`src/rtl/tnoc_flit_link_receiver.sv`:
```
// Receiving end of a router-to-router flit link: one FIFO per virtual channel,
// per-VC head/tail framing check, and ready / VC-availability back to the sender.
module tnoc_flit_link_receiver #(
  parameter int CHANNELS   = 2,
  parameter int FLIT_WIDTH = 66,
  parameter int DEPTH      = 4
) (
  input  logic                           i_clk,
  input  logic                           i_rst,
  input  logic [CHANNELS-1:0]            i_valid,
  output logic [CHANNELS-1:0]            o_ready,
  input  logic [FLIT_WIDTH-1:0]          i_flit,
  output logic [CHANNELS-1:0]            o_vc_available,
  output logic [CHANNELS-1:0]            o_valid,
  output logic [CHANNELS*FLIT_WIDTH-1:0] o_flit,
  input  logic [CHANNELS-1:0]            i_ready,
  output logic [CHANNELS-1:0]            o_framing_error,
  output logic                           o_onehot_error
);

  localparam int AW = $clog2(DEPTH);
  localparam int PW = AW + 1;
  localparam logic [PW-1:0] AVAIL_LIMIT = PW'(DEPTH - 2);

  typedef enum logic {
    ST_IDLE   = 1'b0,
    ST_PACKET = 1'b1
  } frame_state_e;

  logic [CHANNELS-1:0] valid_low;
  logic                multi_valid;
  logic                onehot_error;

  // x & (x-1) is non-zero exactly when more than one bit of x is set
  assign valid_low   = i_valid - CHANNELS'(1);
  assign multi_valid = (i_valid & valid_low) != {CHANNELS{1'b0}};

  // Sticky multi-hot valid detector
  always_ff @(posedge i_clk or posedge i_rst) begin
    if (i_rst) begin
      onehot_error <= 1'b0;
    end else if (multi_valid) begin
      onehot_error <= 1'b1;
    end else begin
      onehot_error <= onehot_error;
    end
  end

  assign o_onehot_error = onehot_error;

  for (genvar v = 0; v < CHANNELS; v++) begin : g_vc
    logic [PW-1:0]         wr_ptr;
    logic [PW-1:0]         rd_ptr;
    logic [PW-1:0]         count;
    logic [FLIT_WIDTH-1:0] mem [DEPTH];
    frame_state_e          state;
    frame_state_e          state_next;
    logic                  full;
    logic                  empty;
    logic                  push;
    logic                  pop;
    logic                  head;
    logic                  tail;
    logic                  frame_violation;
    logic                  framing_error;

    assign full  = (wr_ptr[AW] != rd_ptr[AW]) && (wr_ptr[AW-1:0] == rd_ptr[AW-1:0]);
    assign empty = (wr_ptr == rd_ptr);
    assign count = wr_ptr - rd_ptr;
    assign push  = i_valid[v] && !full && !multi_valid;
    assign pop   = i_ready[v] && !empty;
    assign head  = i_flit[FLIT_WIDTH-1];
    assign tail  = i_flit[FLIT_WIDTH-2];

    // Framing decode of the flit on the bus, applied only when it is pushed
    always_comb begin
      state_next      = state;
      frame_violation = 1'b0;
      case (state)
        ST_IDLE: begin
          if (head) begin
            state_next = tail ? ST_IDLE : ST_PACKET;
          end else begin
            frame_violation = 1'b1;
          end
        end
        ST_PACKET: begin
          frame_violation = head;
          state_next      = tail ? ST_IDLE : ST_PACKET;
        end
        default: begin
          state_next      = ST_IDLE;
          frame_violation = 1'b0;
        end
      endcase
    end

    // Pointers, framing state and sticky framing error
    always_ff @(posedge i_clk or posedge i_rst) begin
      if (i_rst) begin
        wr_ptr        <= {PW{1'b0}};
        rd_ptr        <= {PW{1'b0}};
        state         <= ST_IDLE;
        framing_error <= 1'b0;
      end else begin
        if (push) begin
          wr_ptr        <= wr_ptr + PW'(1);
          state         <= state_next;
          framing_error <= framing_error | frame_violation;
        end
        if (pop) begin
          rd_ptr <= rd_ptr + PW'(1);
        end
      end
    end

    // Storage needs no reset: contents are only visible while non-empty
    always_ff @(posedge i_clk) begin
      if (push) begin
        mem[wr_ptr[AW-1:0]] <= i_flit;
      end
    end

    assign o_ready[v]         = !full;
    assign o_valid[v]         = !empty;
    assign o_vc_available[v]  = (state == ST_IDLE) && (count <= AVAIL_LIMIT);
    assign o_framing_error[v] = framing_error;
    assign o_flit[v*FLIT_WIDTH +: FLIT_WIDTH] = mem[rd_ptr[AW-1:0]];
  end

endmodule

```
`config.mk`:
```
export PLATFORM = sky130hd
export DESIGN_NAME = tnoc_flit_link_receiver
export DESIGN_NICKNAME = d
export VERILOG_FILES = /design/src/rtl/tnoc_flit_link_receiver.sv
export SDC_FILE = /design/constraint.sdc
export NUM_CORES = 1
export LEC_CHECK = 0
export CAP_MARGIN = 20
export CORE_ASPECT_RATIO = 2
export CORE_UTILIZATION = 25
export CTS_CLUSTER_SIZE = 8
export DETAILED_ROUTE_END_ITERATION = 12
export GPL_TIMING_DRIVEN = 0
export RECOVER_POWER = 100
export SLEW_MARGIN = 20
export SYNTH_ARGS = -nofsm -noshare
export SYNTH_HDL_FRONTEND = slang
export SYNTH_SLANG_ARGS = --single-unit
```
`constraint.sdc`:
```
create_clock -name i_clk -period 7.4 [get_ports i_clk]
set_clock_uncertainty 0.2 [all_clocks]
set_input_delay 0.74 -clock i_clk [delete_from_list [all_inputs] [get_ports i_clk]]
set_output_delay 0.74 -clock i_clk [all_outputs]
set_load 0.01 [all_outputs]
```
## Word level (Yosys, flattened, before mapping)

Memory sizes are Yosys's and may differ from the RTL's.
Index checks and enable logic that the tools add are counted.

| storage, ports and cells | value |
|---|---|
| register bits after elaboration | 17 |
| memory bits (writable) | 528 |
| output and inout port bits | 141 |
| memories | 2 |

| cells by class | value |
|---|---|
| add/subtract/negate cells | 7 |
| order comparisons | 2 |
| equal/unequal tests | 6 |
| mux-type cells | 11 |
| bitwise logic cells | 5 |
| reduce and logical (&&, ||, !) cells | 16 |

Memories:

| memory | words | bits a word | rd ports | clocked after memory_dff | write ports | RTL line | source |
|---|---|---|---|---|---|---|---|
| g_vc[0].mem | 4 | 66 | 1 | 0 | 1 | 55 | `logic [FLIT_WIDTH-1:0] mem [DEPTH];` |
| g_vc[1].mem | 4 | 66 | 1 | 0 | 1 | 55 |  |

Operators by type and width:

| cell | count |
|---|---|
| $add 3x1->3 const B | 4 |
| $logic_and 1x1->1 | 10 |
| $pmux 1 s2 | 4 |
| $mux 1 | 7 |
| $eq 3x3->1 | 2 |
| $le 3x2->1 const B | 2 |
| $sub 3x3->3 | 2 |
| $logic_not 1->1 | 5 |
| $eq 2x2->1 | 2 |
| $and 2x2->2 | 1 |
| $ne 1x1->1 | 2 |
| $not 1->1 | 2 |
| $or 1x1->1 | 2 |
| $reduce_bool 2->1 | 1 |
| $sub 2x1->2 const B | 1 |

## Longest topological paths before layout

| logic depth | value |
|---|---|
| word-level depth | 7 |
| gate-level depth with buffers | 8 |

## Worst setup path after synthesis

No wires, ideal clock.

| path | value |
|---|---|
| path kind | register to register |
| start point | register g_vc[0].rd_ptr[1] |
| end point | memory g_vc[0].mem[2][0], enable pin |
| setup time | 0.431 ns |
| arrival time | 3.364 ns |
| path slack | 3.405 ns |
| stages on the path, launching flop included | 9 |
| path buffers | 3 |
| path through | dfrtp_1 -> clkbuf_1 -> buf_2 -> buf_2 -> inv_1 -> ha_1 -> and2_1 -> a21oi_2 -> and2_1 |

| on the way | value |
|---|---|
| longest elaborated chain between the ends | 7 |

RTL lines:

| element | RTL line | source |
|---|---|---|
| start: declaration | 53 | `logic [PW-1:0] rd_ptr;` |
| start signal: assignment | 102 | `rd_ptr <= {PW{1'b0}};` |
| start signal: assignment | 112 | `rd_ptr <= rd_ptr + PW'(1);` |
| $eq 2x2->1 | 67 | `assign full = (wr_ptr[AW] != rd_ptr[AW]) && (wr_ptr[AW-1:0] == rd_ptr[AW-1:0]);` |
| $logic_and 1x1->1 | 67 |  |
| $logic_not 1->1 | 70 | `assign push = i_valid[v] && !full && !multi_valid;` |
| $logic_and 1x1->1 (2 in series) | 70 |  |
| $mux 1 | 119 | `if (push) begin` |
| $mux 1 (implied by the code) | 120 | `mem[wr_ptr[AW-1:0]] <= i_flit;` |
| end: declaration | 55 |  |

No other way between the ends.

## Worst setup path in the final report

| path | value |
|---|---|
| start point | register g_vc[0].rd_ptr[1] |
| end point | output o_vc_available[0] |

| on the way | value |
|---|---|
| longest elaborated chain between the ends | 3 |

RTL lines:

| element | RTL line | source |
|---|---|---|
| $sub 3x3->3 | 69 | `assign count = wr_ptr - rd_ptr;` |
| $le 3x2->1 | 126 | `assign o_vc_available[v] = (state == ST_IDLE) && (count <= AVAIL_LIMIT);` |
| $logic_and 1x1->1 | 126 |  |
| end: declaration | 13 | `output logic [CHANNELS-1:0] o_vc_available,` |

No other way between the ends.

==> results.yml <==
run_status:
  status: "finished with violations"
  violations: "DRC"
clock_network:
  cts_tree: "yes"
  cts.sinks: 545
  cts_setup_buffers: 0
  htree_levels: 3
  cts-resized-gates: 0
  clock_path_buffers: 3
  cts_inserted_buffers: 78
  cts_root_buffer: "clkbuf_16"
  cts_hold_buf: 0
  clk-insertion-delay-late_ps: 640
  clk_pin_slew_worst_paths_ps: 50
floorplan:
  placementRows: 147
  die_w_um: 203
  initial_core_util: 0.252
  die_height_um: 404
  io_pins: 213
  dieArea_sq_um: 81900
  coreArea_sq_um: 80000
drt:
  detail_route.wirelength_um: 51400
  wl_per_cell_um: 23.6
  first_pass_iters: 8
  detail-route-antenna-nets: 0
  drc: 2
  routed_via_density: 4.33
  drt_iter0_drc: 389
  via_count: 9419
synth:
  avgSynthCellArea_sq_um: 25.2
  yosysMostFrequentCell: "edfxtp_1"
  ys_seq_area_frac: 0.807
  synth_cell_types: 33
  async_reset_ff_frac: 0.0312
  syn_area_sq_um: 20200
  synth_common_cells: "edfxtp_1 (528), mux4_2 (132), dfrtp_1 (17)"
  yosys_warnings: 0
  synth.largest_area_cell: "edfxtp_1"
  synth_cells: 801
  synth_area_leaders: "edfxtp_1 (79%), mux4_2 (15%), dfrtp_1 (2.1%)"
  synth_enable_flop_cells: 528
  synth_ff_type: "edfxtp_1"
  netlist.area_leader.share: 0.786
  synth-seq-cells: 545
  synth_nets: 889
global_routing:
  grt_start_max_net_pins: 28
  grt_first_pass_wirelength_um: 73900
  grt_pass1_vias: 10700
  grt-ovfl-total: 0
  antenna_found_initial: 5
  grt_usage: 0.129
sta:
  worstMarginPinSlew_ps: 1340
  setup_viol: 0
  timing.fmax_ghz: 0.179
  fin_crit_sh: 0.756
  final.min_clock_period_ps: 5590
  fin_ws_ps: 1810
  rsz0062_at_grt: "false"
  hold_viol: 0
  slew_violations: 0
  tns_ps: 0
  relSlewSlack: 0.108
pwr:
  cellLeakagePower_uw: 0.00829
  ir_worst_vdd_mv: 0.238
  p_per_area_nw_per_um2: 400
job:
  max_cap_viol_count: 0
worst_setup_path:
  critPathKind: "register to output pin"
  cp.required_ps: 6460
  slowest_stage: "clkbuf_1"
  worstSetupStartpointType: "register"
  critPathMaxStageDelay_ps: 930
  endpoint_kind: "output pin"
  crit_top_cell: "clkbuf_1"
  arrival_ps: 4650
  path_cells: "clkbuf_1, clkbuf_1, clkbuf_1, inv_1, fa_1, nor2b_1, nor3_1, dlygate4sd3_1"
  path_max_fanout: 10
place:
  hpwl_um: 33600
  gp_congestion: 0.718
  pre_cts_slack_ps: 3040
  port_buffers: 212
final_layout:
  layout-drive-gt1-share: 0.235
  fin_nets: 1197
  area_delta_synth_final_pct: 29.0
  fillers: 7601
hold_path:
  hp-class: "register to register"
final timing paths:
path                       slack, ps               from                  to  cells past startpoint
max                             1810  g_vc[0].rd_ptr[1]   o_vc_available[0]                      8
min                              250     o_onehot_error      o_onehot_error                      1
max reg2reg                     2100  g_vc[1].rd_ptr[1]  g_vc[1].mem[3][17]                      8
min reg2reg                      250     o_onehot_error      o_onehot_error                      1
max in group asynchronous       6080              i_rst   g_vc[0].wr_ptr[2]                      2
min in group asynchronous        450              i_rst   g_vc[0].wr_ptr[0]                      2
critical path: cells and delay by family (launching register included):
kind,cells,cell delay [ps]
fa+ha+maj,1,490
buf+inv,5,2850
simple gates,2,310
flops,1,350
power by group:
part / total (uW) / internal [uW] / leakage (uW) / switching [uW]
Combinational: 3310 / 1580 / 0.00228 / 1730
Clock: 3160 / 1910 / 0.00102 / 1250
Sequential: 3930 / 3810 / 0.00498 / 112
Total: 10400 / 7310 / 0.00829 / 3090
flip-flops by register name, summed over array words and instances (netlist names):
signal,cells
g_vc.state,2
g_vc.rd_ptr,6
g_vc.wr_ptr,6
g_vc.framing_error,2
o_onehot_error,1
g_vc.mem,528
per-stage QoR:
step | utilization | hold WS [ps] | instance area, sq um | power, uW | cells
6_report | 0.325 | 254 | 26000 | 10400 | 2176
5_1_grt | 0.325 | 272 | 26000 | 10900 | 2173
4_1_cts | 0.325 | 264 | 26000 | 10900 | 2173
3_5_place_dp | 0.299 | 250 | 23900 | 7650 | 2072
3_3_place_gp | 0.295 | 245 | 23600 | 7580 | 2056
2_1_floorplan | - | 229 | 20200 | 5760 | 801
kinds of logic (layout without fill, tap and decap cells):
group | after synthesis | after routing | share of synthesized area
XOR/XNOR | 10 | 10 | 0.00509
AO/OA/AOI/OAI | 17 | 17 | 0.00639
AND/OR/NAND/NOR | 27 | 27 | 0.00726
other | 0 | 3 | 0
multiplexers | 140 | 140 | 0.152
flip-flops | 545 | 545 | 0.807
adder cells (fa/ha/maj) | 16 | 16 | 0.0107
buffers and inverters | 46 | 375 | 0.0112
per-layer routing:
| layer | GRT usage | wire length, um |
|---|---|---|
| met1 | 0.140 | 19300 |
| met2 | 0.234 | 27600 |
| met3 | 0.0371 | 3120 |
| met4 | 0.0532 | 1320 |
| met5 | 0 | 27 |
cell type report:
cell class,instances,area [sq um],share of cell area
diodes,3,7.51,0.000289
plain buffers,34,173,0.00664
clock buffers,95,2050,0.0787
clock inverters,6,53.8,0.00207
inverters,12,45.0,0.00173
multi-input cells,210,3660,0.141
flip-flops and latches,545,16300,0.626
well taps,1043,1310,0.0502
repair buffers,228,2440,0.0939
cells in the final DEF (no fill, tap or decap), drive strengths merged, types with 3 or more instances in the layout:
cell           Yosys  routed
a21oi              5       5
o21ai              4       4
dlygate4sd3        0     206
edfxtp           528     528
xnor2              8       8
and2               9       9
diode              0       3
clkdlybuf4s50      0       6
mux4             132     132
ha                14      14
buf               22      32
inv               12      16
mux2               6       6
a21o               3       3
dfrtp             17      17
nand2              7       7
clkbuf            12     113
nor2b              3       3
Note: power is estimated with default switching activity, not from simulation.
